--- src/rtl/keypad_scanner.sv ---
// 4x4 matrix keypad scanner: active-low column drive, synced active-low rows,
// per-key debounce, one strobe per accepted press.
module keypad_scanner #(
  parameter int SCAN_DIV       = 50_000,
  parameter int DEBOUNCE_TICKS = 8
) (
  input  logic       i_CLOCK,
  input  logic       i_RESET,
  input  logic [3:0] i_row,
  output logic [3:0] o_col,
  output logic [3:0] o_key,
  output logic       o_valid,
  output logic       o_held,
  output logic [1:0] o_state
);

  localparam int CW = (SCAN_DIV > 1) ? $clog2(SCAN_DIV) : 1;
  localparam int DW = $clog2(DEBOUNCE_TICKS + 1);
  localparam logic [CW-1:0] DIV_MAX = CW'(SCAN_DIV - 1);
  localparam logic [DW-1:0] DEB_MAX = DW'(DEBOUNCE_TICKS);

  typedef enum logic [1:0] {
    SCAN     = 2'd0,
    DEBOUNCE = 2'd1,
    HELD     = 2'd2,
    RELEASE  = 2'd3
  } state_t;

  state_t        state, state_nx;
  logic [3:0]    row_s1, row_s2;
  logic [CW-1:0] div_cnt;
  logic          tick, hit, accept;
  logic [1:0]    hit_row;
  logic [1:0]    col_idx, col_nx;
  logic [1:0]    row_lat, row_nx;
  logic [DW-1:0] deb_cnt, deb_nx;
  logic [DW-1:0] rel_cnt, rel_nx;
  logic [3:0]    code;

  assign tick = (div_cnt == DIV_MAX);

  // Only a single low row is a hit; ghosting patterns are dropped.
  always_comb begin
    hit     = 1'b1;
    hit_row = 2'd0;
    unique case (row_s2)
      4'b1110: hit_row = 2'd0;
      4'b1101: hit_row = 2'd1;
      4'b1011: hit_row = 2'd2;
      4'b0111: hit_row = 2'd3;
      default: hit = 1'b0;
    endcase
  end

  always_comb begin
    code = 4'd0;
    unique case ({hit_row, col_idx})
      4'd0:  code = 4'd1;
      4'd1:  code = 4'd2;
      4'd2:  code = 4'd3;
      4'd3:  code = 4'd10;
      4'd4:  code = 4'd4;
      4'd5:  code = 4'd5;
      4'd6:  code = 4'd6;
      4'd7:  code = 4'd11;
      4'd8:  code = 4'd7;
      4'd9:  code = 4'd8;
      4'd10: code = 4'd9;
      4'd11: code = 4'd12;
      4'd12: code = 4'd14;
      4'd13: code = 4'd0;
      4'd14: code = 4'd15;
      4'd15: code = 4'd13;
    endcase
  end

  always_ff @(posedge i_CLOCK) begin
    if (i_RESET) state <= SCAN;
    else         state <= state_nx;
  end

  always_comb begin
    state_nx = state;
    col_nx   = col_idx;
    row_nx   = row_lat;
    deb_nx   = deb_cnt;
    rel_nx   = rel_cnt;
    accept   = 1'b0;
    if (tick) begin
      unique case (state)
        SCAN: begin
          if (hit) begin
            row_nx   = hit_row;
            deb_nx   = DW'(1);
            state_nx = DEBOUNCE;
            if (DEB_MAX == DW'(1)) begin
              accept   = 1'b1;
              state_nx = HELD;
            end
          end else begin
            col_nx = col_idx + 2'd1;
          end
        end
        DEBOUNCE: begin
          if (hit && hit_row == row_lat) begin
            deb_nx = deb_cnt + DW'(1);
            if (deb_nx == DEB_MAX) begin
              accept   = 1'b1;
              state_nx = HELD;
            end
          end else begin
            deb_nx   = '0;
            col_nx   = col_idx + 2'd1;
            state_nx = SCAN;
          end
        end
        HELD: begin
          if (row_s2[row_lat]) begin
            rel_nx   = DW'(1);
            state_nx = RELEASE;
            if (DEB_MAX == DW'(1)) begin
              rel_nx   = '0;
              col_nx   = col_idx + 2'd1;
              state_nx = SCAN;
            end
          end
        end
        RELEASE: begin
          if (!row_s2[row_lat]) begin
            rel_nx   = '0;
            state_nx = HELD;
          end else begin
            rel_nx = rel_cnt + DW'(1);
            if (rel_nx == DEB_MAX) begin
              rel_nx   = '0;
              col_nx   = col_idx + 2'd1;
              state_nx = SCAN;
            end
          end
        end
      endcase
    end
  end

  always_ff @(posedge i_CLOCK) begin
    if (i_RESET) begin
      row_s1  <= 4'hF;
      row_s2  <= 4'hF;
      div_cnt <= '0;
      col_idx <= 2'd0;
      row_lat <= 2'd0;
      deb_cnt <= '0;
      rel_cnt <= '0;
      o_key   <= 4'd0;
      o_valid <= 1'b0;
    end else begin
      row_s1  <= i_row;
      row_s2  <= row_s1;
      div_cnt <= tick ? '0 : div_cnt + CW'(1);
      col_idx <= col_nx;
      row_lat <= row_nx;
      deb_cnt <= deb_nx;
      rel_cnt <= rel_nx;
      o_valid <= accept;
      if (accept) o_key <= code;
    end
  end

  always_comb begin
    o_col = 4'b1110;
    unique case (col_idx)
      2'd0: o_col = 4'b1110;
      2'd1: o_col = 4'b1101;
      2'd2: o_col = 4'b1011;
      2'd3: o_col = 4'b0111;
    endcase
    o_state = state;
    o_held  = (state == HELD) || (state == RELEASE);
  end

endmodule

--- config.mk ---
export PLATFORM = sky130hd
export DESIGN_NAME = keypad_scanner
export DESIGN_NICKNAME = d
export VERILOG_FILES = /design/src/rtl/keypad_scanner.sv
export SDC_FILE = /design/constraint.sdc
export NUM_CORES = 1
export LEC_CHECK = 0
export ABC_AREA = 1
export CAP_MARGIN = 20
export CELL_PAD_IN_SITES_DETAIL_PLACEMENT = 1
export CELL_PAD_IN_SITES_GLOBAL_PLACEMENT = 1
export CORE_ASPECT_RATIO = 0.75
export CORE_MARGIN = 4
export CORE_UTILIZATION = 42
export CTS_CLUSTER_SIZE = 20
export DETAILED_ROUTE_END_ITERATION = 12
export GPL_ROUTABILITY_DRIVEN = 0
export PLACE_DENSITY = 0.77
export SKIP_CTS_REPAIR_TIMING = 1
export SYNTH_ARGS = -nofsm -noshare
export SYNTH_HDL_FRONTEND = slang
export SYNTH_SLANG_ARGS = --single-unit
export TNS_END_PERCENT = 10
--- constraint.sdc ---
create_clock -name i_CLOCK -period 1.7 [get_ports i_CLOCK]
set_input_delay 0.34 -clock i_CLOCK [delete_from_list [all_inputs] [get_ports i_CLOCK]]
set_output_delay 0.34 -clock i_CLOCK [all_outputs]
set_load 0.005 [all_outputs]
==> run metrics <==
status finished, violations left; failing checks negative setup slack; Fin. Hold Viols 0; worst min path class reg -> reg; Most Used Layer, Global Route met1; worst slew pin tran roughly 0.3 ns; share of synthesized registers carrying an async set or reset 0; post-route cell area 2877 µm²; Synth Flop Type dfxtp_1; EDFF count, synth 0; area share of the largest cell type after synthesis 0.3824; Max clock buf depth 2; unrepaired setup endpoints after global routing yes; post-route DRC violation count 0; Most Frequent Cell on Critical Path inv_1; GRT Overall Usage 0.1802; max_cap viols 0; core area 5037 µm²; layout cells sized above 1 0.2599; area of the multi-input gates 1358 µm²; row cnt 22; max-slew violation count 0; Clock Root Buffer clkbuf_8; Post-DP Area 2580 µm²; Global Route met3 Usage 0.03987; fin crit share 1.063; clk slew on worst S/H paths 0.08 ns; TritonRoute pass-1 iters 4; chip height a little over 70 µm; GR Layer Usage met2 0.2548; VDD IR-drop max 0.3533 mV; CP Max Fanout 3; Mean Syn Cell Area 7.101 µm²; CP arrival 1.47 ns; fin nets between 300 and 400; commonest non-fill, non-tap cells in the layout nand2_1, nor2_1, dfxtp_1; pre-CTS WS -0.08570 ns; Final TNS setup -0.1068 ns; Synth Instances 317; # IOs 18; routed vias ~2100; Syn-to-layout area delta 27.79%; total gr overflow 0; LEAKAGE 1.168 nW; synth unique cells 36; Synth Cell Area approximately 2300 µm²; Max Freq 553.5 MHz; critical path data required time 1.36 ns; Die ar. ~6600 µm²; Max transition margin 0.8036; IO buf count 17; initial core utilization 0.4468; H-Tree Level Count 2; most area-consuming cells after synthesis dfxtp_1, nand2_1, nor2_1; Mapped Nets 332; CP max stage delay 0.49 ns; Die Wd 92.53 µm; vias in the first global route 2026; Period minus WS final 1.807 ns; WL/cell 13.78 µm; most common cell after layout, fill and taps aside nand2_1; FF+latch count, synth 43; Final Util 0.5710; Synth warnings 0; Final WS setup -0.1068 ns; final clock skew slightly below 0.007 ns; setup violators final 1; area leader, netlist dfxtp_1; final WL around 5900 µm; DR vias/cell between 4 and 5; Final ANT Viol Nets 0; Max stage delay cell, worst path clkdlybuf4s50_1; CP Capture Type output port; Ant. Diodes 0; TritonCTS clock tree done; Sink Count 43; Num CTS Buffers 5; Seq. cell area 875.8 µm²; largest net degree at the start of global routing 16; PwrDens ~630 nW/µm²; Overall Power 0.001824 W; worst-path cell chain inv_1 > ha_2 > inv_1 > clkdlybuf4s50_1; antenna violations before repair 0; register area share after synthesis 0.3824; first-pass GRT wire length 9625 µm; DRT iter0 DRCs 50; Post-DP HPWL roughly 4300 µm; critical path class reg -> out; CP startpoint kind register; # fillers 649; clk_lat worst skew 0.30 ns; met1 GRT Util 0.2781
==> logic make-up after synthesis <==
logic type / Yosys count / share of synthesized area
AOI/OAI and AO/OA: 35 / 0.09394
xor gates and xnor gates: 5 / 0.01946
adders and majority gates: 9 / 0.05003
buffers and inverters: 44 / 0.07504
DFF: 43 / 0.3824
and+or+nand+nor: 181 / 0.3791
==> power by group <==
group          internal (W)  leakage [nW]  switching [W]  total, W
clock network      0.000287        0.0412       0.000357  0.000644
logic             0.0000599         0.776      0.0000853  0.000145
registers           0.00102         0.350      0.0000132   0.00103
total               0.00137          1.17       0.000455   0.00182
==> worst max-delay path, delay by kind of cell, from the launching register on <==
| kind | cells | cell delay (ns) |
|---|---|---|
| buf+inv | 3 | 0.62 |
| fa+ha+maj | 1 | 0.21 |
| flops | 1 | 0.34 |
==> area by class of cell <==
class,instances,area share
clock buffer,6,0.02523
clock inverter,2,0.004350
inverter,39,0.05263
multi-input combinational,230,0.4719
sequential,43,0.3045
tap,72,0.03132
timing repair buffer,34,0.1100
==> flip-flops by register name, summed over array words and instances, names as in the netlist <==
| signal | cells |
|---|---|
| col_idx | 2 |
| o_state | 2 |
| row_lat | 2 |
| o_valid | 1 |
| row_s1 | 4 |
| div_cnt | 16 |
| o_key | 4 |
| rel_cnt | 4 |
| deb_cnt | 4 |
| row_s2 | 4 |
==> Yosys cell counts, types with 3 or more instances <==
master,number
dfxtp_1,43
inv_2,6
clkbuf_1,3
or2_0,3
nor3_2,3
inv_1,32
ha_1,9
nand2_2,5
nand4_1,5
nor2_1,48
a21oi_1,13
xor2_1,3
nand2_1,65
nor3_1,10
or2_2,9
o21ai_1,4
o21ai_0,9
nand3_1,21
==> through the flow <==
stage | hold slack (ns) | instances
floorplan | 0.3895 | 317
global placement | 0.4043 | 413
detailed placement | 0.3966 | 413
CTS | 0.4333 | 421
global route | 0.4427 | 426
finish | 0.4290 | 426
==> layer usage <==
layer,vias to the layer above,part of all wire
li1,1090,-
met1,988,0.52
met2,20,0.44
met3,4,0.030
met4,0,0.0051
met5,-,0
==> path summary, 6_finish.rpt <==
path         slack (ns)         end  cells after the start       start
max               -0.11    o_col[0]                      4  col_idx[1]
min                0.43   row_s2[1]                      1   row_s1[1]
max reg2reg        0.03  o_state[0]                     11  div_cnt[1]
min reg2reg        0.43   row_s2[1]                      1   row_s1[1]
(Power assumes the default switching activity.)
